[config.mk]
export PLATFORM = sky130hd
export DESIGN_NAME = bcd_mod_counter
export DESIGN_NICKNAME = d
export VERILOG_FILES = /design/src/rtl/bcd_mod_counter_pkg.sv /design/src/rtl/bcd_mod_counter_digit.sv /design/src/rtl/bcd_mod_counter.sv
export SDC_FILE = /design/constraint.sdc
export NUM_CORES = 1
export LEC_CHECK = 0
export ABC_AREA = 1
export BUFFER_PORTS_ARGS = -buffer_cell sky130_fd_sc_hd__buf_2
export CORE_MARGIN = 2
export CORE_UTILIZATION = 55
export DETAILED_ROUTE_END_ITERATION = 10
export PLACE_DENSITY = 0.82
export RECOVER_POWER = 100
export REMOVE_ABC_BUFFERS = 1
export SLEW_MARGIN = 20
export SYNTH_ARGS = -nofsm -noshare
export SYNTH_HDL_FRONTEND = slang
export SYNTH_SLANG_ARGS = --single-unit
[constraint.sdc]
create_clock -name CLK -period 2.9 [get_ports CLK]
set_clock_uncertainty 0.2 [all_clocks]
set_input_delay 0.145 -clock CLK [delete_from_list [all_inputs] [get_ports CLK]]
set_output_delay 0.145 -clock CLK [all_outputs]
set_load 0.005 [all_outputs]
[src/rtl/bcd_mod_counter_pkg.sv]
// Shared constants and types for the two-digit BCD modulus counter.
// The digit width and BCD ceiling are defined only here.
package bcd_mod_counter_pkg;

    localparam int DIGIT_W     = 4;
    localparam int MODULUS_MIN = 2;
    localparam int MODULUS_MAX = 100;

    typedef logic [DIGIT_W-1:0] digit_t;

    localparam digit_t BCD_MAX = digit_t'(9);

    typedef enum logic [1:0] {
        CMD_HOLD,
        CMD_COUNT,
        CMD_LOAD,
        CMD_CLEAR
    } cmd_e;

    // One mod-10 step in either direction.
    function automatic digit_t bcd_step(input digit_t q, input logic up);
        if (up) begin
            return (q == BCD_MAX) ? digit_t'(0) : digit_t'(q + 1'b1);
        end
        return (q == digit_t'(0)) ? BCD_MAX : digit_t'(q - 1'b1);
    endfunction

endpackage

[src/rtl/bcd_mod_counter_digit.sv]
// Single mod-10 up/down BCD digit with synchronous clear, load and enable.
// o_tc flags the digit value at which a step in the current direction rolls over.
module bcd_digit_counter
    import bcd_mod_counter_pkg::*;
(
    input  logic   i_clk,
    input  logic   i_clr_n,
    input  logic   i_load,
    input  digit_t i_load_val,
    input  logic   i_en,
    input  logic   i_up,
    output digit_t o_q,
    output logic   o_tc
);

    digit_t r_q;
    cmd_e   w_cmd;

    always_comb begin
        w_cmd = CMD_HOLD;
        if (!i_clr_n) begin
            w_cmd = CMD_CLEAR;
        end else if (i_load) begin
            w_cmd = CMD_LOAD;
        end else if (i_en) begin
            w_cmd = CMD_COUNT;
        end
    end

    always_ff @(posedge i_clk) begin
        if (!i_clr_n) begin
            r_q <= '0;
        end else begin
            case (w_cmd)
                CMD_LOAD:  r_q <= i_load_val;
                CMD_COUNT: r_q <= bcd_step(r_q, i_up);
                default:   r_q <= r_q;
            endcase
        end
    end

    assign o_q  = r_q;
    assign o_tc = i_up ? (r_q == BCD_MAX) : (r_q == digit_t'(0));

endmodule

[src/rtl/bcd_mod_counter.sv]
// Two-digit BCD counter with arbitrary modulus 2..100, cascadable via ENT/RCO.
// Modulus wrap and illegal-load handling live here; the digits are plain mod-10 cells.
module bcd_mod_counter
    import bcd_mod_counter_pkg::*;
#(
    parameter int MODULUS = 60,
    parameter int Delay   = 0
) (
    input  logic   CLK,
    input  logic   CLR_n,
    input  logic   LOAD_n,
    input  logic   ENP,
    input  logic   ENT,
    input  logic   UP,
    input  digit_t D_TENS,
    input  digit_t D_ONES,
    output digit_t Q_TENS,
    output digit_t Q_ONES,
    output logic   RCO,
    output logic   ERR
);

    if (MODULUS < MODULUS_MIN || MODULUS > MODULUS_MAX) begin : g_bad_modulus
        $fatal(1, "bcd_mod_counter: MODULUS must be within 2..100");
    end
    // Delay is accepted for interface compatibility; synthesized outputs are zero-delay.
    if (Delay < 0) begin : g_bad_delay
        $fatal(1, "bcd_mod_counter: Delay must be non-negative");
    end

    localparam digit_t     LAST_TENS = digit_t'((MODULUS - 1) / 10);
    localparam digit_t     LAST_ONES = digit_t'((MODULUS - 1) % 10);
    localparam logic [7:0] LAST_V    = 8'(MODULUS - 1);

    digit_t     w_q_tens;
    digit_t     w_q_ones;
    logic       w_ones_tc;
    logic       w_tens_tc;
    logic       w_at_end;
    logic       w_count;
    logic       w_wrap;
    logic       w_load;
    logic       w_load_bad;
    logic [7:0] w_d_value;
    digit_t     w_ones_load_val;
    digit_t     w_tens_load_val;
    logic       r_err;

    assign w_d_value  = ({4'b0, D_TENS} * 8'd10) + {4'b0, D_ONES};
    assign w_load_bad = (D_TENS > BCD_MAX) || (D_ONES > BCD_MAX) || (w_d_value > LAST_V);

    // Terminal value in the current direction: MODULUS-1 going up, 0 going down.
    assign w_at_end = UP ? ((w_q_tens == LAST_TENS) && (w_q_ones == LAST_ONES))
                         : (w_ones_tc && w_tens_tc);

    assign w_count = LOAD_n && ENP && ENT;
    assign w_wrap  = w_count && w_at_end;
    assign w_load  = !LOAD_n || w_wrap;

    always_comb begin
        w_ones_load_val = UP ? digit_t'(0) : LAST_ONES;
        w_tens_load_val = UP ? digit_t'(0) : LAST_TENS;
        if (!LOAD_n) begin
            w_ones_load_val = w_load_bad ? digit_t'(0) : D_ONES;
            w_tens_load_val = w_load_bad ? digit_t'(0) : D_TENS;
        end
    end

    bcd_digit_counter u_ones (
        .i_clk      (CLK),
        .i_clr_n    (CLR_n),
        .i_load     (w_load),
        .i_load_val (w_ones_load_val),
        .i_en       (w_count),
        .i_up       (UP),
        .o_q        (w_q_ones),
        .o_tc       (w_ones_tc)
    );

    bcd_digit_counter u_tens (
        .i_clk      (CLK),
        .i_clr_n    (CLR_n),
        .i_load     (w_load),
        .i_load_val (w_tens_load_val),
        .i_en       (w_count && w_ones_tc),
        .i_up       (UP),
        .o_q        (w_q_tens),
        .o_tc       (w_tens_tc)
    );

    // Sticky until an explicit clear; loads and counts never drop it.
    always_ff @(posedge CLK) begin
        if (!CLR_n) begin
            r_err <= 1'b0;
        end else if (!LOAD_n && w_load_bad) begin
            r_err <= 1'b1;
        end
    end

    assign Q_TENS = w_q_tens;
    assign Q_ONES = w_q_ones;
    assign RCO    = ENT && w_at_end;
    assign ERR    = r_err;

endmodule

# ---- After elaboration in Yosys (flattened, before gate mapping)
# Index checks and enable logic that the tools add are counted.
# W data, S select, Z words.
dict set report op_classes {
  add_sub_neg 5
  mul 1
  n_lt_le_gt_ge 3
  eq_ne 7
  n_mux 30
  reduce_logical 16
}
# operator count
set op_table {}
lappend op_table {{$mux W4} 13}
lappend op_table {{$pmux W4 S2} 2}
lappend op_table {{$mux W1} 10}
lappend op_table {{$add A4 B1 Y4 const B} 2}
lappend op_table {{$add A8 B4 Y8} 1}
lappend op_table {{$eq A4 B4 Y1 const B} 2}
lappend op_table {{$gt A4 B4 Y1 const B} 2}
lappend op_table {{$gt A8 B6 Y1 const B} 1}
lappend op_table {{$logic_and A1 B1 Y1} 8}
lappend op_table {{$logic_not A4 Y1} 2}
lappend op_table {{$mux W2} 4}
lappend op_table {{$sub A4 B1 Y4 const B} 2}
lappend op_table {{$mul A4 B3 Y7 const B} 1}
lappend op_table {{$eq A2 B1 Y1 const B} 2}
lappend op_table {{$eq A2 B2 Y1 const B} 2}
lappend op_table {{$eq A4 B3 Y1 const B} 1}
lappend op_table {{$reduce_bool A2 Y1} 2}
lappend op_table {{$logic_or A1 B1 Y1} 3}
lappend op_table {{$mux W3} 1}
lappend op_table {{$logic_not A1 Y1} 1}
dict set report word_totals {
  register_bits 9
  inputBits 14
}

# ---- Logic depth before layout (Yosys ltp)
# Gate-level depths: netlist (run 1).
dict set report logic_depth {
  word_depth 13
  mapped_depth 16
  mapped_depth_nobuf 15
}

# ---- By module
# A second synthesis (run 1) with hierarchy kept.
dict set report unflattened {
  hier_cells 224
  area_unflattened_um2 1301.2
}
# module instances cells_per_inst area_per_inst_um2
set by_module_without_submodules {}
lappend by_module_without_submodules {bcd_digit_counter 2 65 371.6}
lappend by_module_without_submodules {bcd_mod_counter 1 94 558.0}

# ---- Worst setup path after synthesis (run 1)
# No wires, ideal clock.
dict set report synth_path {
  path_type {input -> register}
  start {input port D_TENS[1]}
  end {register u_tens.r_q[3] (netlist: u_tens.o_q[3])}
  setup_ps 66
  t_arrival_ps 1896
  required_ps 2634
  setup_slack_ps 737
  cell_stages 13
  path_buffers 0
  cell_sequence {ha_1 -> ha_1 -> fa_1 -> nand2_1 -> inv_2 -> nand3_2 -> nand2_2 -> nand2_2 -> nor2_4 -> nand2_2 -> inv_2 -> nand3_1 -> a21oi_2}
}
dict set report synth_between {
  elab_chain_len 7
}
# item line
set synth_lines {}
lappend synth_lines {{from (decl)} bcd_mod_counter.sv:15} ;# input digit_t D_TENS,
lappend synth_lines {{$mul A4 B3 Y7} bcd_mod_counter.sv:49} ;# assign w_d_value = ({4'b0, D_TENS} * 8'd10) + {4'b0, D_ONES};
lappend synth_lines {{$add A8 B4 Y8} bcd_mod_counter.sv:49}
lappend synth_lines {{$gt A8 B6 Y1} bcd_mod_counter.sv:50} ;# assign w_load_bad = (D_TENS > BCD_MAX) || (D_ONES > BCD_MAX) || (w_d_value > LAST_V);
lappend synth_lines {{$logic_or A1 B1 Y1 (*)} bcd_mod_counter.sv:50}
lappend synth_lines {{$mux W4 (*)} bcd_mod_counter.sv:65} ;# w_tens_load_val = w_load_bad ? digit_t'(0) : D_TENS;
lappend synth_lines {{$mux W4 (*)} bcd_mod_counter.sv:63} ;# if (!LOAD_n) begin
lappend synth_lines {{$pmux W4 S2 (*)} bcd_mod_counter_digit.sv:34} ;# case (w_cmd)
lappend synth_lines {{to (signal assigned)} bcd_mod_counter_digit.sv:35} ;# CMD_LOAD: r_q <= i_load_val;
lappend synth_lines {{to (signal assigned)} bcd_mod_counter_digit.sv:36} ;# CMD_COUNT: r_q <= bcd_step(r_q, i_up);
lappend synth_lines {{to (signal assigned)} bcd_mod_counter_digit.sv:37} ;# default: r_q <= r_q;
lappend synth_lines {{to (decl)} bcd_mod_counter_digit.sv:16} ;# digit_t r_q;
# Every way passes the cells marked *; elsewhere a longest branch is shown, timed or not.
# A chain may end at the register's enable or synchronous reset.

# ---- Worst setup path after layout (run 1)
dict set report layout_path {
  start {input port D_ONES[1]}
  end {register u_ones.r_q[2] (netlist: u_ones.o_q[2])}
}
dict set report layout_between {
  elab_chain_len 6
}
# item line
set layout_lines {}
lappend layout_lines {{from (decl)} bcd_mod_counter.sv:16} ;# input digit_t D_ONES,
lappend layout_lines {{$add A8 B4 Y8 / $gt A4 B4 Y1 (equally long branches)} {bcd_mod_counter.sv:49, bcd_mod_counter.sv:50}}
lappend layout_lines {{$gt A8 B6 Y1 / $logic_or A1 B1 Y1 (equally long branches)} bcd_mod_counter.sv:50}
lappend layout_lines {{$logic_or A1 B1 Y1 (*)} bcd_mod_counter.sv:50}
lappend layout_lines {{$mux W4 (*)} bcd_mod_counter.sv:64} ;# w_ones_load_val = w_load_bad ? digit_t'(0) : D_ONES;
lappend layout_lines {{$mux W4 (*)} bcd_mod_counter.sv:63}
lappend layout_lines {{$pmux W4 S2 (*)} bcd_mod_counter_digit.sv:34}
lappend layout_lines {{to (signal assigned)} bcd_mod_counter_digit.sv:35}
lappend layout_lines {{to (signal assigned)} bcd_mod_counter_digit.sv:36}
lappend layout_lines {{to (signal assigned)} bcd_mod_counter_digit.sv:37}
lappend layout_lines {{to (decl)} bcd_mod_counter_digit.sv:16}
# Marks and branches as above.

==> results.sh, run 1 <==
export IMPL_cts_htree_levels=1
export IMPL_status="finished, violations left"
export IMPL_hpwlAfterDp_um=2410
export IMPL_crit_required_ps=2890
export IMPL_r2r_setup_slack_ps=640
export IMPL_final_nets=261
export IMPL_crit_slowest_cell="dlygate4sd3_1"
export IMPL_numPortBuffers=23
export IMPL_post_cts_setup_buffers=0
export IMPL_diodes=0
export IMPL_cts_tree="built"
export IMPL_maxCapViolCount=0
export IMPL_powerDensity_nw_per_um2=362
export IMPL_slew_viol_final=0
export IMPL_rsz0062_at_grt="false"
export IMPL_wirelength_um=2970
export IMPL_ys_seq_area_frac=0.151
export IMPL_drt_first_pass_iters=5
export IMPL_avgRoutedWirePerCell_um=11.4
export IMPL_fill_cells=203
export IMPL_worst_pin_slew_ps=302
export IMPL_path_cells="dlygate4sd3_1, clkbuf_1, ha_1, inv_1, fa_1, inv_1, nand2_1, nand2_1, nand3_1, nand2_2, nand2_2, nor2_4, nand2_2, inv_1, nand3_1, a21oi_1"
export IMPL_grt_max_degree=12
export IMPL_synth_most_common_cell="nand2_1"
export IMPL_synth_top_cell_by_area="nand2_1"
export IMPL_setup_tns_ps=0
export IMPL_hold_violations=1
export IMPL_antenna_found_initial=0
export IMPL_die_y_um=50.6
export IMPL_yosys_cell_types_count=28
export IMPL_worst_path_max_fanout=4
export IMPL_dr_first_iter_drc_count=46
export IMPL_async_flop_share=0
export IMPL_syn_area_um2=1190
export IMPL_area_delta_synth_final_pct=13.1
export IMPL_synth_top_cells_by_count="nand2_1, inv_1, nor2_1, nand3_1, o21ai_0"
export IMPL_final_area_um2=1350
export IMPL_yosysWarnings=0
export IMPL_vias=1401
export IMPL_fin_crit_sh=0.880
export IMPL_clock_path_buffers=2
export IMPL_worstSkewPairLatency_ps=260
export IMPL_min_period_ps=2550
export IMPL_synth_area_leaders="nand2_1, dfxtp_1, ha_1, inv_1, nand3_1"
export IMPL_maxSlewHeadroom=0.798
export IMPL_viasPerCell=5.37
export IMPL_grt_usage=0.258
export IMPL_violations="negative hold slack"
export IMPL_place_area_um2=1320
export IMPL_drc=0
export IMPL_core_area_um2=2000
export IMPL_synthFlopType="dfxtp_1"
export IMPL_cts_inserted_buffers=3
export IMPL_hold_worst_slack_ps=-1.95
export IMPL_drive_above_1_share=0.132
export IMPL_end_kind="flop"
export IMPL_finalSetupViolations=0
export IMPL_cts_root_buf="clkbuf_4"
export IMPL_pin_count=24
export IMPL_overflow=0
export IMPL_ant_nets=0
export IMPL_cts_reportedPaths_clkPinSlew_ps=60
export IMPL_synth_edf_count=0
export IMPL_grt_pass1_wl_um=5170
export IMPL_critPathKind="in -> reg"
export IMPL_cp_arrival_ps=2540
export IMPL_row_count=16
export IMPL_vdd_ir_drop_max_uv=325
export IMPL_slowest_delay_ps=530
export IMPL_hold_path_class="in -> reg"
export IMPL_gp_congestion=0.943
export IMPL_p_leak_nw=0.751
export IMPL_syn_avg_cell_area_um2=5.68
export IMPL_syn_inst=210
export IMPL_dieWidth_um=50.6
export IMPL_cts_sinks=9
export IMPL_start_kind="input port"
export IMPL_final_util=0.674
export IMPL_ys_ff_latch=9
export IMPL_max_clock_freq_mhz=392
export IMPL_initial_utilization=0.596
export IMPL_synth_top_area_frac=0.189
export IMPL_ctsResizeCount=0
export IMPL_die_area_um2=2560
export IMPL_grt_pass1_vias=1271
## logic make-up after synthesis
group | Yosys count | synth area share
adders and majority gates | 12 | 0.138
xor gates and xnor gates | 1 | 0.00734
AOI/OAI and AO/OA | 36 | 0.161
DFF | 9 | 0.151
buffers and inverters | 37 | 0.119
and+or+nand+nor | 115 | 0.422
## state kept, by name, summed over array words and instances, names as in the netlist
name        flops
ERR             1
u_ones.o_q      4
u_tens.o_q      4
## metal layers
| metal | track usage | vias up | routed length (um) |
|---|---|---|---|
| met4 | 0.0270 | 0 | 16 |
| met1 | 0.336 | 606 | 1350 |
| li1 | - | 733 | - |
| met3 | 0.0655 | 2 | 239 |
| met2 | 0.443 | 60 | 1370 |
| met5 | 0 | - | 0 |
## final cells by class
| class | instances | area [um2] | area share |
|---|---|---|---|
| flip-flops and latches | 9 | 180 | 0.133 |
| repair buffers | 24 | 123 | 0.0908 |
| inverters | 33 | 124 | 0.0918 |
| well taps | 27 | 33.8 | 0.0250 |
| multi-input cells | 164 | 863 | 0.639 |
| clock buffers | 4 | 26.3 | 0.0195 |
## power breakdown
part | internal [W] | leakage [nW] | switching (W)
Combinational | 0.0000881 | 0.662 | 0.000145
Clock | 0.0000531 | 0.0150 | 0.0000445
Sequential | 0.000137 | 0.0745 | 0.0000203
## worst paths after layout
check	startpoint	end	depth (start not counted)
max	D_ONES[1]	u_ones.o_q[2]$_SDFFE_PN0P_	16
min	D_ONES[2]	u_ones.o_q[2]$_SDFFE_PN0P_	3
max reg2reg	u_ones.o_q[3]$_SDFFE_PN0P_	u_tens.o_q[3]$_SDFFE_PN0P_	13
min reg2reg	ERR$_SDFFE_PN0P_	ERR$_SDFFE_PN0P_	2
## worst max-delay path, delay by kind of cell
kind                       cells  cell delay, ps
and+or+nand+nor                8             720
AOI/OAI and AO/OA              1             130
adders and majority gates      2             570
buffers and inverters          5             970
## what timing repair did
action,CTS,global route
endpoints found under the setup margin,0,0
hold endpoints to repair,1,0
hold buffers,1,0
## placed cells by master, fill, tap and decap left out, drive strengths merged, types with 6 or more instances in the layout
cell and count:
ha 10, buf 21, dfxtp 9, clkbuf 6
o21ai 16, nor2 23, a21oi 16, nand2 64
nand3 21, inv 32
## through the flow
stage,cells,worst slack [ps],hold WS (ps),power [W]
CTS,261,509,2.48,0.000488
global route,261,149,8.61,0.000535
finish,261,348,-1.95,0.000488
detailed placement,256,399,245,0.000391
global placement,256,497,258,0.000380
floorplan,206,738,77.2,0.000322
Note: power is estimated with default switching activity, not from simulation.
==> inputs of run 2 (changes only) <==
--- a/config.mk
+++ b/config.mk
@@ -11,7 +11,7 @@
 export CORE_UTILIZATION = 55
 export DETAILED_ROUTE_END_ITERATION = 10
 export PLACE_DENSITY = 0.82
-export RECOVER_POWER = 100
+export RECOVER_POWER = 50
 export REMOVE_ABC_BUFFERS = 1
 export SLEW_MARGIN = 20
 export SYNTH_ARGS = -nofsm -noshare
==> results.sh, run 2 (synthesis gave the netlist of run 1 again) <==
export IMPL_pwr_share_clk=0.198
export IMPL_pre_cts_ws_ps=399
export IMPL_path_delay_family="buffers and inverters"
export IMPL_r2r_cells=13
export IMPL_setup_tns_ps=0
export IMPL_seqPwrFrac=0.320
export IMPL_area_delta_synth_final_pct=13.9
export IMPL_slowest_delay_ps=520
export IMPL_vdd_ir_drop_max_uv=324
export IMPL_rsz0062_at_grt="false"
export IMPL_cts_reportedPaths_clkPinSlew_ps=60
export IMPL_numPortBuffers=23
export IMPL_die_y_um=50.6
export IMPL_clock_path_buffers=2
export IMPL_worstHoldEndpoint="u_ones.o_q[2]$_SDFFE_PN0P_"
export IMPL_rr_endpoint="u_tens.o_q[3]$_SDFFE_PN0P_"
export IMPL_hold_worst_slack_ps=-0.623
export IMPL_path_cells="dlygate4sd3_1, buf_2, ha_1, inv_1, fa_1, inv_1, nand2_1, nand2_2, nand3_2, nand2_2, nand2_2, nor2_4, nand2_2, inv_2, nand3_1, a21oi_1"
export IMPL_final_common_cell="nand2_1"
export IMPL_grt_usage=0.258
export IMPL_powerDensity_nw_per_um2=361
export IMPL_ant_nets=0
export IMPL_r2r_setup_slack_ps=640
export IMPL_min_period_ps=2410
export IMPL_drive_above_1_share=0.154
export IMPL_cp_arrival_ps=2400
export IMPL_final_util=0.679
export IMPL_wl_met2_um=1380
export IMPL_viasPerCell=5.36
export IMPL_dr_first_iter_drc_count=49
export IMPL_crit_required_ps=2890
export IMPL_pin_count=24
export IMPL_cts_inserted_buffers=3
export IMPL_dieWidth_um=50.6
export IMPL_vias=1400
export IMPL_wirelength_um=2970
export IMPL_maxSlewHeadroom=0.798
export IMPL_worstSkewPairLatency_ps=260
export IMPL_hold_path_class="in -> reg"
export IMPL_grt_pass1_vias=1271
export IMPL_drt_first_pass_iters=4
export IMPL_p_leak_nw=0.757
export IMPL_p_sw_frac=0.432
export IMPL_hpwlAfterDp_um=2410
export IMPL_maxCapViolCount=0
export IMPL_antenna_found_initial=0
export IMPL_avgRoutedWirePerCell_um=11.4
export IMPL_final_nets=261
export IMPL_worst_slack_ps=488
export IMPL_initial_utilization=0.596
export IMPL_drc=0
export IMPL_overflow=0
export IMPL_crit_slowest_cell="dlygate4sd3_1"
export IMPL_hold_violations=1
export IMPL_comb_power_share=0.481
export IMPL_end_kind="flop"
export IMPL_critPathKind="in -> reg"
export IMPL_place_area_um2=1320
export IMPL_switchingPower_w=0.000212
export IMPL_wl_met3_um=214
export IMPL_cts_root_buf="clkbuf_4"
export IMPL_internal_power_w=0.000279
export IMPL_max_clock_freq_mhz=415
export IMPL_grt_pass1_wl_um=5170
export IMPL_row_count=16
export IMPL_final_area_um2=1360
export IMPL_top_layer="met4"
export IMPL_worst_path_max_fanout=4
export IMPL_worst_pin_slew_ps=302
export IMPL_holdPathStages=3
export IMPL_final_cell_mix="nand2_1, inv_1, buf_2"
export IMPL_status="finished, violations left"
export IMPL_crit_top_cell="nand2_2"
export IMPL_fin_crit_sh=0.832
export IMPL_gp_congestion=0.943
export IMPL_cp_startpoint="D_ONES[1]"
export IMPL_crit_buf_inv=5
export IMPL_m1WireLength_um=1360
export IMPL_post_cts_setup_buffers=0
export IMPL_cts_tree="built"
export IMPL_cts_htree_levels=1
export IMPL_violations="negative hold slack"
export IMPL_diodes=0
export IMPL_hp_start="D_ONES[2]"
export IMPL_finalSetupViolations=0
export IMPL_r2r_start="u_ones.o_q[3]$_SDFFE_PN0P_"
export IMPL_core_area_um2=2000
export IMPL_cts_sinks=9
export IMPL_grt_max_degree=12
export IMPL_slew_viol_final=0
export IMPL_die_area_um2=2560
export IMPL_start_kind="input port"
[run 2: changes by cell type in the layout (fill, tap and decap cells not counted)]
cell | previous run | this run
inv_2 | 1 | 2
nand2_2 | 3 | 4
clkbuf_1 | 3 | 1
inv_1 | 31 | 30
nand3_2 | 0 | 1
buf_2 | 21 | 23
nand2_1 | 61 | 60
nand3_1 | 21 | 20
[run 2: area by class of cell]
class | count | area [um2]
fillers | 204 | 642
well taps | 27 | 33.8
flip-flops and latches | 9 | 180
clock buffers | 4 | 26.3
repair buffers | 24 | 125
inverters | 33 | 124
multi-input cells | 164 | 871
[run 2: worst register-to-register path, cell delays in order, from the launching register on]
cell	delay, ps
dfxtp_1	480
nand3_1	170
nand2_1	110
nand2_1	70
inv_1	60
nand4_1	60
nand2_1	90
inv_1	50
nand3_1	80
o21ai_0	90
ha_1	350
inv_1	100
o21ai_0	210
a21oi_2	40
[run 2: how the worst max path moves through the flow]
stage	cells past startpoint	slack [ps]	endpoint
2_1_floorplan	13	740	u_tens.o_q[3]$_SDFFE_PN0P_
3_5_place_dp	14	400	u_tens.o_q[1]$_SDFFE_PN0P_
5_1_grt	14	300	u_tens.o_q[0]$_SDFFE_PN0P_
4_1_cts	16	510	u_ones.o_q[2]$_SDFFE_PN0P_
3_3_place_gp	14	500	u_ones.o_q[2]$_SDFFE_PN0P_
6_report	16	490	u_ones.o_q[1]$_SDFFE_PN0P_
[run 2: timing repair]
action / 4_1_cts / 5_1_grt
hold endpoints to repair: 1 / 0
resized for setup: 0 / 0
hold buffers: 1 / 0
endpoints found under the setup margin: 0 / 0
[run 2: per-stage QoR]
stage | power [W] | std cells | hold slack (ps)
4_1_cts | 0.000488 | 261 | 2.48
2_1_floorplan | 0.000322 | 206 | 77.2
3_3_place_gp | 0.000380 | 256 | 258
5_1_grt | 0.000537 | 261 | 8.04
6_report | 0.000491 | 261 | -0.623
3_5_place_dp | 0.000391 | 256 | 245
[run 2: layer usage]
metal / GRT usage / vias to the layer above
met2: 0.443 / 60
met5: 0 / -
met3: 0.0655 / 2
met4: 0.0270 / 0
met1: 0.336 / 606
li1: - / 732
[run 2: power groups by stage]
stage | clock network (W) | registers (W) | logic [W]
floorplan | 0 | 0.000157 | 0.000164
global placement | 0 | 0.000159 | 0.000221
detailed placement | 0 | 0.000160 | 0.000231
CTS | 0.0000975 | 0.000157 | 0.000234
global route | 0.000107 | 0.000160 | 0.000271
finish | 0.0000974 | 0.000157 | 0.000236
